--- src/rtl/adder_sync_pkg.sv ---
// Shared constants for the registered ripple-carry adder: default width and
// the values the output registers take while reset is held.
package adder_sync_pkg;

  localparam int WIDTH_DEFAULT = 2;

  localparam logic SUM_RST_BIT = 1'b0;
  localparam logic CARRY_RST   = 1'b0;
  localparam logic OVF_RST     = 1'b0;
  localparam logic VLD_RST     = 1'b0;

  // Signed overflow of the MSB stage: its carry-in disagrees with its carry-out.
  function automatic logic ovf_from_carries(input logic cin_msb, input logic cout_msb);
    return cin_msb ^ cout_msb;
  endfunction

endpackage

--- src/rtl/adder_sync_fa.sv ---
// One-bit full adder, the ripple cell of adder_synchronous.
module adder_sync_fa
  import adder_sync_pkg::*;
(
  input  logic a,
  input  logic b,
  input  logic cin,
  output logic s,
  output logic cout
);

  logic p;

  assign p    = a ^ b;
  assign s    = p ^ cin;
  assign cout = (a & b) | (cin & p);

endmodule

--- src/rtl/adder_synchronous.sv ---
// Registered WIDTH-bit unsigned adder with carry-out, signed overflow and valid.
// Defining ADDER_SYNC_INREG_EN adds an input register stage (latency 2 instead of 1).
module adder_synchronous
  import adder_sync_pkg::*;
#(
  parameter int WIDTH = WIDTH_DEFAULT
) (
  input  logic             Clk,
  input  logic             Rst,
  input  logic [WIDTH-1:0] A,
  input  logic [WIDTH-1:0] B,
  output logic [WIDTH-1:0] Sum_reg,
  output logic             Carry_reg,
  output logic             Ovf_reg,
  output logic             Out_valid
);

  logic [WIDTH-1:0] a_add;
  logic [WIDTH-1:0] b_add;
  logic             vld_add;
  logic [WIDTH-1:0] sum_add;
  logic [WIDTH:0]   carry;

`ifdef ADDER_SYNC_INREG_EN
  logic [WIDTH-1:0] a_p0;
  logic [WIDTH-1:0] b_p0;
  logic             vld_p0;

  // Stage p0: operand capture; only the valid flag is reset
  always_ff @(posedge Clk) begin
    a_p0 <= A;
    b_p0 <= B;
  end

  always_ff @(posedge Clk) begin
    if (Rst) vld_p0 <= VLD_RST;
    else     vld_p0 <= 1'b1;
  end

  assign a_add   = a_p0;
  assign b_add   = b_p0;
  assign vld_add = vld_p0;
`else
  assign a_add   = A;
  assign b_add   = B;
  assign vld_add = 1'b1;
`endif

  assign carry[0] = 1'b0;

  for (genvar i = 0; i < WIDTH; i++) begin : g_ripple
    adder_sync_fa u_fa (
      .a    (a_add[i]),
      .b    (b_add[i]),
      .cin  (carry[i]),
      .s    (sum_add[i]),
      .cout (carry[i+1])
    );
  end

  // Output stage: result registers, cleared while reset is held
  always_ff @(posedge Clk) begin
    if (Rst) begin
      Sum_reg   <= {WIDTH{SUM_RST_BIT}};
      Carry_reg <= CARRY_RST;
      Ovf_reg   <= OVF_RST;
      Out_valid <= VLD_RST;
    end else begin
      Sum_reg   <= sum_add;
      Carry_reg <= carry[WIDTH];
      Ovf_reg   <= ovf_from_carries(carry[WIDTH-1], carry[WIDTH]);
      Out_valid <= vld_add;
    end
  end

endmodule

--- config.mk ---
export PLATFORM = sky130hd
export DESIGN_NAME = adder_synchronous
export DESIGN_NICKNAME = d
export VERILOG_FILES = /design/src/rtl/adder_sync_pkg.sv /design/src/rtl/adder_sync_fa.sv /design/src/rtl/adder_synchronous.sv
export SDC_FILE = /design/constraint.sdc
export NUM_CORES = 1
export LEC_CHECK = 0
export BUFFER_PORTS_ARGS = -buffer_cell sky130_fd_sc_hd__buf_2
export CAP_MARGIN = 20
export CORE_AREA = 2 2 39 41
export CTS_BUF_LIST = sky130_fd_sc_hd__clkbuf_16
export CTS_CLUSTER_DIAMETER = 40
export DETAILED_ROUTE_END_ITERATION = 7
export DIE_AREA = 0 0 41 43
export HOLD_SLACK_MARGIN = 0.05
export MAX_ROUTING_LAYER = met4
export PLACE_DENSITY_LB_ADDON = 0.12
export SLEW_MARGIN = 25
export SYNTH_ARGS = -nofsm -noshare
export SYNTH_HDL_FRONTEND = slang
export SYNTH_SLANG_ARGS = --single-unit
--- constraint.sdc ---
create_clock -name Clk -period 1.08 [get_ports Clk]
set_clock_uncertainty 0.05 [all_clocks]
set_input_delay 0.216 -clock Clk [delete_from_list [all_inputs] [get_ports Clk]]
set_output_delay 0.216 -clock Clk [all_outputs]
set_load 0.02 [all_outputs]
# Word-level counts from Yosys, hierarchy flattened
# Index checks and enable logic that the tools add are counted.
# word_totals
register_bits,5
input_bits,6
out_inout_bits,5
wordCells,13
# classes
mux,1
bitwise_logic,8
# ops
operator,count
1-bit XOR,4
1-bit bitwise AND,3
1-bit 2-to-1 mux,1
1-bit bitwise OR,1

# Logic depth before layout (Yosys ltp)
# Gate-level depths: netlist (run 1).
# logic_depth
word_depth,4
ltp_mapped,5

# Cells and area by module
# Synthesis (run 1) repeated with hierarchy kept, for this count alone.
# hier_totals
hier_cells,14
hier_area_um2,181.4
# by_module_without_submodules
mod,n_inst,cells_each,area_per_inst_um2,seq_area_each_um2
adder_synchronous,1,12,141.4,100.1
adder_sync_fa,2,1,20.0,0.0

# Worst setup path before layout (run 1)
# OpenSTA, ideal clock, no wires.
# synth_path
kind,in2reg
startpoint,input port A[0]
endpoint,register Ovf_reg
arrival_ps,979
path_slack_ps,-63
cell_stages,5
path_buffers,0
cell_sequence,ha_1 > inv_1 > fa_1 > xor2_1 > nor2_1
# synth_between
elab_chain_cells,4
# synth_rtl
item,line,text
start: declaration,adder_synchronous.sv:10,"input logic [WIDTH-1:0] A,"
1-bit bitwise AND *,adder_sync_fa.sv:16,assign cout = (a & b) | (cin & p);
1-bit bitwise AND,adder_sync_fa.sv:16,
1-bit bitwise OR,adder_sync_fa.sv:16,
1-bit XOR *,adder_sync_pkg.sv:14,return cin_msb ^ cout_msb;
end signal: assignment,adder_synchronous.sv:71,"Ovf_reg <= ovf_from_carries(carry[WIDTH-1], carry[WIDTH]);"
end: declaration,adder_synchronous.sv:14,"output logic Ovf_reg,"
# Mark *: on every way between the ends. The rest lies on a longest branch, timed or not.
# A chain may end at the register's enable or synchronous reset.

# Final worst setup path (run 1)
# layout_path
startpoint,input port A[0]
endpoint,register Sum_reg[1]
# layout_between
elab_chain_cells,2
# layout_rtl
item,line,text
1-bit bitwise AND,adder_sync_fa.sv:16,
1-bit XOR,adder_sync_fa.sv:15,assign s = p ^ cin;
end signal: assignment,adder_synchronous.sv:64,Sum_reg <= {WIDTH{SUM_RST_BIT}};
end signal: assignment,adder_synchronous.sv:69,Sum_reg <= sum_add;
end: declaration,adder_synchronous.sv:12,"output logic [WIDTH-1:0] Sum_reg,"
# No other way between the ends.

==> impl_metrics.toml, run 1 <==
[status]
outcome = "complete, no violations"

[detailed_routing]
drtIter0Drc = 0
route.detailed.wl_per_inst_um = 7.68
dr_total_vias = 144
drt_pre_antenna_iters = 1
via_per_inst = 3.06
route.final.wire_length_um = 361
ant_nets = 0
drcViolationCount = 0

[clock_tree]
numCtsBuffers = 3
path_clk_slew_ns = 0.03
cts_max_level = 1
postCtsSetupRepairBufs = 0
ctsResizeCount = 0
cts_max_path_buffers = 2
root_buffer = "clkbuf_16"
hold_buffers = 0
cts.sinks = 5
tritoncts = "yes"

[floorplanning]
initial_utilization = 0.126
io-pin-count = 11
die_x_extent_um = 41
dieHeight_um = 43
rows = 14
placeableCoreArea_sq_um = 1380
fp.dieArea_sq_um = 1760

[layout]
count_of_nets_after_finishing = 40
antenna_cells = 0
post_layout_nonfiller_instances = 47
flow.area_growth_from_synthesis_pct = 98.6
drive_gt1_frac = 0.516
number_of_flip_flops_in_the_largest_register = 2

[timing]
hold_viol_final = 0
worst_slew_pin_slew_ns = 0.114
clock.fmax_mhz = 1020
number_of_slew_limit_violations_in_the_final_report = 0
final_critical_path_required_period_ns = 0.979
fraction_of_the_cycle_the_final_worst_path_needs = 0.907
timing.final.setup_violations = 0
timing.slew.headroom = 0.924
grt_setup_unrepaired = "no"

[placement]
place.gp.congestion = 0.617
placement.io_buffers = 10
dp_hpwl_um = 292
placedCellCount = 43

[yosys]
syn-num-nets = 24
synthDominantAreaCellType = "dfxtp_1"
postSynthCellCount = 16
synth-simple-area-share = 0.101
synth_adder_area_share = 0.187
asyncSetResetFlopFracSynth = 0
synth_top_area_frac = 0.576
post_synth_xor_xnor_area = 0.0504
portion_of_netlist_area_occupied_by_mux_cells = 0
main_combinational_cell_family_by_area_after_synthesis = "adder cells"
yosys_warnings = 0
ys_ff_latch = 5
yosys.cell_types.count = 7
yosys-top-cells-count = "dfxtp_1 (5), inv_1 (4), nor2_1 (3)"
yosys.cell_count.top_type = "dfxtp_1"
syn_area_sq_um = 174
synth-compound-area-share = 0
synth_sequential_area_ratio = 0.576
post_synth.cell_area_avg_sq_um = 10.9
netlist_top_cells_area = "dfxtp_1 (58%), fa_1 (12%), inv_1 (8.6%)"
synth-edff-count = 0
dominantRegCellSynth = "dfxtp_1"

[critical_path]
path_max_fanout = 2
timing.critical_path.arrival_ns = 1.05
cp_data_required_time_ns = 1.15
worstSetupStartpointType = "input port"
critPathCaptureType = "register"
criticalPathCategory = "in -> reg"

[grt]
via_count_of_the_first_global_routing_pass = 155
grt_antenna_before_repair = 0
grt_max_degree = 6
grt_util_all_layers = 0.0567
grt-ovfl-total = 0
grt_first_pass_wirelength_um = 531

[power]
ir_drop_mv = 0.438
power-per-cell-area_nw_per_um2 = 2520
design_power_total_w = 0.000871
power_leakage_nw = 0.178

[run]
max_cap_viol_count = 0

[worst_hold_path]
hp-class = "in -> reg"
per-stage QoR:
stage / worst slack (ns) / util / area, sq um / TNS [ns] / hold slack [ns]
2_1_floorplan: 0.0107 / - / 189 / 0 / 0.223
3_3_place_gp: -0.118 / 0.193 / 267 / -0.223 / 0.376
3_5_place_dp: -0.134 / 0.193 / 267 / -0.255 / 0.376
4_1_cts: 0.102 / 0.250 / 345 / 0 / 0.143
5_1_grt: 0.0721 / 0.250 / 345 / 0 / 0.149
6_report: 0.101 / 0.250 / 345 / 0 / 0.144
worst paths after layout:
| path | end | cells past startpoint | slack, ns | start |
|---|---|---|---|---|
| worst min-delay path | Out_valid$_DFF_P_ | 2 | 0.14 | Rst |
| worst max-delay path | Sum_reg[1]$_SDFF_PP0_ | 5 | 0.10 | A[0] |
layout by cell type, fill, tap and decap left out:
cell type	Yosys	final
inv_1	4	5
nor2_1	3	3
buf_4	0	1
fa_2	0	1
dfxtp_1	5	5
buf_2	0	10
xor2_1	1	1
nor2b_1	1	1
clkbuf_16	0	3
ha_4	0	1
final cells by class:
| class | instances | area (sq um) |
|---|---|---|
| clock buffers | 3 | 75.1 |
| clock inverters | 1 | 3.75 |
| fillers | 150 | 1040 |
| inverters | 4 | 15.0 |
| multi-input cells | 7 | 73.8 |
| flip-flops and latches | 5 | 100 |
| well taps | 16 | 20.0 |
| repair buffers | 11 | 57.6 |
layer usage:
metal / GRT usage / vias to the layer above / wire (um)
li1: - / 74 / -
met2: 0.0625 / 7 / 187
met5: - / - / 0
met4: 0.120 / 0 / 0
met3: 0.0157 / 0 / 42
met1: 0.0453 / 63 / 131
power by group:
part           switching [W]  leakage (nW)  internal, W
logic              0.0000441        0.0937    0.0000339
clock network       0.000112        0.0423     0.000478
registers         0.00000250        0.0417     0.000200
critical path, cell delays in order:
cell	delay, ns
buf_2	0.10
ha_4	0.13
inv_1	0.04
fa_2	0.52
nor2_1	0.04
cells by family (layout without fill, tap and decap cells):
logic type | Yosys count | after routing
DFF | 5 | 5
and+or+nand+nor | 4 | 4
buffers and inverters | 4 | 19
adders and majority gates | 2 | 2
xor gates and xnor gates | 1 | 1
Power figures use the tool's default switching activity.
==> run 2: changes to the inputs <==
--- a/config.mk
+++ b/config.mk
@@ -14,7 +14,7 @@
 export DIE_AREA = 0 0 41 43
 export HOLD_SLACK_MARGIN = 0.05
 export MAX_ROUTING_LAYER = met4
-export PLACE_DENSITY_LB_ADDON = 0.12
+export PLACE_DENSITY = 0.34
 export SLEW_MARGIN = 25
 export SYNTH_ARGS = -nofsm -noshare
 export SYNTH_HDL_FRONTEND = slang
==> constraint.sdc (replaced) <==
create_clock -name Clk -period 1.2 [get_ports Clk]
set_clock_uncertainty 0.05 [all_clocks]
set_input_delay 0.24 -clock Clk [delete_from_list [all_inputs] [get_ports Clk]]
set_output_delay 0.24 -clock Clk [all_outputs]
set_load 0.02 [all_outputs]
==> run 2 against run 1 <==
Against the previous run: non-clock buffer count unchanged; sequential cell count unchanged; total power is 11% lower; via count fell by 2.1%; utilization down 1.1 points; sequential power shrank 9.9%; critical path depth up 1; final cell count did not move; highest routed layer is now met4; die area is the same.
==> impl_metrics.toml, run 2 (synthesis gave the netlist of run 1 again) <==
[status]
outcome = "complete, no violations"

[critical_path]
worstSetupStartpointType = "input port"
crit_chain = "buf_2, ha_1, inv_1, fa_1, xor2_1, nor2_1"
cp_data_required_time_ns = 1.26
worst-path-stages = 6
critPathCaptureType = "register"
timing.critical_path.arrival_ns = 1.12
path_max_fanout = 2
worstSetupEndpoint = "Ovf_reg$_SDFF_PP0_"
criticalPathCategory = "in -> reg"
cp_num_buf_inv = 2
critical-path-slowest-cell = "fa_1"
timing.critical_path.from = "A[0]"
max_stage_delay_ns = 0.40
cp_top_family = "adder cells"

[floorplanning]
rows = 14
die_x_extent_um = 41
dieHeight_um = 43
initial_utilization = 0.126
io-pin-count = 11
placeableCoreArea_sq_um = 1380
fp.dieArea_sq_um = 1760

[clock_tree]
hold_buffers = 0
tritoncts = "yes"
root_buffer = "clkbuf_16"
cts.sinks = 5
ctsResizeCount = 0
cts_max_level = 1
cts_max_path_buffers = 2
postCtsSetupRepairBufs = 0
numCtsBuffers = 3
path_clk_slew_ns = 0.03

[timing]
hold_viol_final = 0
timing.final.setup_violations = 0
clock.fmax_mhz = 946
worst_slew_pin_slew_ns = 0.119
final_critical_path_required_period_ns = 1.06
number_of_slew_limit_violations_in_the_final_report = 0
setup_ws_ns = 0.143
fraction_of_the_cycle_the_final_worst_path_needs = 0.881
grt_setup_unrepaired = "no"
timing.slew.headroom = 0.920

[grt]
grt-ovfl-total = 0
grt_antenna_before_repair = 0
grt_first_pass_wirelength_um = 524
grt_max_degree = 6
grt_util_all_layers = 0.0577
via_count_of_the_first_global_routing_pass = 132

[power]
power_leakage_nw = 0.178
power-per-cell-area_nw_per_um2 = 2350
ir_drop_mv = 0.432

[layout]
number_of_flip_flops_in_the_largest_register = 2
multiInputGateArea_sq_um = 58.8
count_of_nets_after_finishing = 40
layout_commonest_cell = "buf_2"
antenna_cells = 0
flow.area_growth_from_synthesis_pct = 89.9
layout_common_cells = "buf_2 (10), dfxtp_1 (5), inv_1 (5), nor2_1 (3), clkbuf_16 (3)"
final_area_sq_um = 330
drive_gt1_frac = 0.452
final_core_utilization = 0.239
regArea_sq_um = 100
layout.filler_cells = 144

[detailed_routing]
dr_total_vias = 141
ant_nets = 0
drtIter0Drc = 1
drt_pre_antenna_iters = 2
via_per_inst = 3.00
drcViolationCount = 0
route.final.wire_length_um = 329
route.detailed.wl_per_inst_um = 7.00

[placement]
dpl_worst_slack_ns = -0.0957
place.gp.congestion = 0.620
placement.io_buffers = 10
detailed_place.area_sq_um = 251

[run]
max_cap_viol_count = 0

[worst_hold_path]
hp-class = "in -> reg"
[run 2: cell counts in the layout (fill, tap and decap cells not counted)]
No cell type changed its count.
[run 2: worst min path at each step]
stage,cells after the start,to,from
2_1_floorplan,1,Out_valid$_DFF_P_,Rst
3_3_place_gp,2,Out_valid$_DFF_P_,Rst
3_5_place_dp,2,Out_valid$_DFF_P_,Rst
4_1_cts,2,Out_valid$_DFF_P_,Rst
5_1_grt,2,Out_valid$_DFF_P_,Rst
6_report,2,Out_valid$_DFF_P_,Rst
[run 2: metrics by stage]
stage | instances | hold slack (ns) | power [W] | setup TNS, ns
after detailed placement | 43 | 0.402 | 0.000250 | -0.114
after global routing | 47 | 0.187 | 0.000806 | 0
after floorplan | 16 | 0.247 | 0.000222 | 0
after CTS | 47 | 0.170 | 0.000787 | 0
after global placement | 43 | 0.395 | 0.000248 | -0.0881
final | 47 | 0.170 | 0.000775 | 0
[run 2: cell type report]
cell class	instances	share of cell area
multi-input cells	7	0.178
clock inverters	1	0.0114
inverters	4	0.0455
clock buffers	3	0.227
flip-flops and latches	5	0.303
well taps	16	0.0606
repair buffers	11	0.174
[run 2: routing by layer]
| metal | GRT usage | vias to the layer above | wire (um) |
|---|---|---|---|
| met5 | - | - | 0 |
| met4 | 0.100 | 0 | 9 |
| met3 | 0.0471 | 2 | 57 |
| met2 | 0.0500 | 13 | 107 |
| met1 | 0.0518 | 52 | 154 |
| li1 | - | 74 | - |
[run 2: power breakdown]
part	total (W)	switching (W)	leakage (nW)	internal, W
clock network	0.000529	0.0000988	0.0423	0.000430
registers	0.000183	0.00000277	0.0417	0.000180
logic	0.0000628	0.0000362	0.0943	0.0000266
total	0.000775	0.000138	0.178	0.000638
==> run 3: changes to the inputs <==
==> constraint.sdc (replaced) <==
create_clock -name Clk -period 1 [get_ports Clk]
set_clock_uncertainty 0.05 [all_clocks]
set_input_delay 0.2 -clock Clk [delete_from_list [all_inputs] [get_ports Clk]]
set_output_delay 0.2 -clock Clk [all_outputs]
set_load 0.02 [all_outputs]
==> run 3 against run 2 <==
Against the previous run: sequential cell count unchanged; cell area rose by 4.5%; first-iteration DRC count is the same; sequential share of layout area shrank 1.3 points; setup slack lost 0.082 ns; die area unchanged; wire length down 4.3%; worst hold slack lost 0.044 ns; utilization grew 1.1 points; critical path depth is 1 lower.
==> impl_metrics.toml, run 3 (synthesis gave the netlist of run 1 again) <==
[layout]
count_of_nets_after_finishing = 40
layout_commonest_cell = "buf_2"
drive_gt1_frac = 0.548
final_area_sq_um = 345
layout_common_cells = "buf_2 (10), dfxtp_1 (5), inv_1 (4), nor2_1 (3), clkbuf_16 (3)"
antenna_cells = 0
flow.area_growth_from_synthesis_pct = 98.6
number_of_flip_flops_in_the_largest_register = 2
layout.filler_cells = 149

[critical_path]
worstSetupEndpoint = "Sum_reg[1]$_SDFF_PP0_"
cp_data_required_time_ns = 1.07
max_stage_delay_ns = 0.51
timing.critical_path.from = "B[0]"
worstSetupStartpointType = "input port"
criticalPathCategory = "in -> reg"
timing.critical_path.arrival_ns = 1.01
path_max_fanout = 2
critPathCaptureType = "register"
crit_chain = "buf_2, ha_4, inv_2, fa_2, nor2_1"
critical-path-slowest-cell = "fa_2"

[status]
outcome = "complete, no violations"

[clock_tree]
ctsResizeCount = 0
tritoncts = "yes"
hold_buffers = 0
cts_max_level = 1
root_buffer = "clkbuf_16"
numCtsBuffers = 3
cts.sinks = 5
cts_max_path_buffers = 2
path_clk_slew_ns = 0.03
postCtsSetupRepairBufs = 0

[grt]
via_count_of_the_first_global_routing_pass = 143
grt_first_pass_wirelength_um = 503
grt_max_degree = 6
grt-ovfl-total = 0
grt_antenna_before_repair = 0
grt_util_all_layers = 0.0547

[timing]
final_critical_path_required_period_ns = 0.939
grt_setup_unrepaired = "no"
worst_slew_pin_slew_ns = 0.115
number_of_slew_limit_violations_in_the_final_report = 0
hold_viol_final = 0
clock.fmax_mhz = 1060
timing.final.setup_violations = 0
fraction_of_the_cycle_the_final_worst_path_needs = 0.939
timing.slew.headroom = 0.923
setup_tns_ns = 0
setup_ws_ns = 0.0609

[detailed_routing]
drtIter0Drc = 1
dr_total_vias = 145
drcViolationCount = 0
route.final.wire_length_um = 315
route.detailed.wl_per_inst_um = 6.70
ant_nets = 0
drt_pre_antenna_iters = 2
via_per_inst = 3.09

[power]
ir_drop_mv = 0.451
power-per-cell-area_nw_per_um2 = 2700
design_power_total_w = 0.000933
power_leakage_nw = 0.177

[run]
max_cap_viol_count = 0

[floorplanning]
fp.dieArea_sq_um = 1760
die_x_extent_um = 41
initial_utilization = 0.126
rows = 14
placeableCoreArea_sq_um = 1380
io-pin-count = 11
dieHeight_um = 43

[placement]
dp_hpwl_um = 255
detailed_place.area_sq_um = 267
place.gp.congestion = 0.555
placement.io_buffers = 10
dpl_worst_slack_ns = -0.179

[worst_hold_path]
hp-class = "in -> reg"
## run 3: cell counts in the layout (fill, tap and decap cells not counted)
No cell type changed its count.
## run 3: worst max-delay path, delay by kind of cell
family        cells  cell delay [ns]
fa+ha+maj         2             0.64
buf+inv           2             0.13
simple gates      1             0.04
## run 3: how the worst min path moves through the flow
stage / from / endpoint / depth (start not counted)
after floorplan: Rst / Out_valid$_DFF_P_ / 1
after global placement: Rst / Out_valid$_DFF_P_ / 2
after detailed placement: Rst / Out_valid$_DFF_P_ / 2
after CTS: Rst / Out_valid$_DFF_P_ / 2
after global routing: Rst / Out_valid$_DFF_P_ / 2
final: Rst / Out_valid$_DFF_P_ / 2
## run 3: power by group
| part | internal, W | switching (W) |
|---|---|---|
| sequential | 0.000217 | 0.00000275 |
| clock | 0.000516 | 0.000116 |
| combinational | 0.0000361 | 0.0000461 |
| total | 0.000769 | 0.000165 |
## run 3: cell type report
cell class / instances / area (sq um) / share of cell area
sequential: 5 / 100 / 0.290
clock buffer: 3 / 75.1 / 0.217
multi-input combinational: 7 / 73.8 / 0.214
timing repair buffer: 11 / 57.6 / 0.167
tap: 16 / 20.0 / 0.0580
inverter: 4 / 15.0 / 0.0435
clock inverter: 1 / 3.75 / 0.0109
## run 3: metal layers
metal	track usage	vias to the layer above	wire, um	part of all wire
met2	0.0594	13	89	0.28
met5	-	-	0	0
li1	-	74	-	-
met3	0.0314	4	62	0.20
met1	0.0422	54	137	0.43
met4	0.100	0	25	0.079
## run 3: through the flow
step	utilization	cells	hold WS, ns
2_1_floorplan	-	16	0.207
3_3_place_gp	0.193	43	0.354
3_5_place_dp	0.193	43	0.358
4_1_cts	0.250	47	0.127
5_1_grt	0.250	47	0.145
6_report	0.250	47	0.126
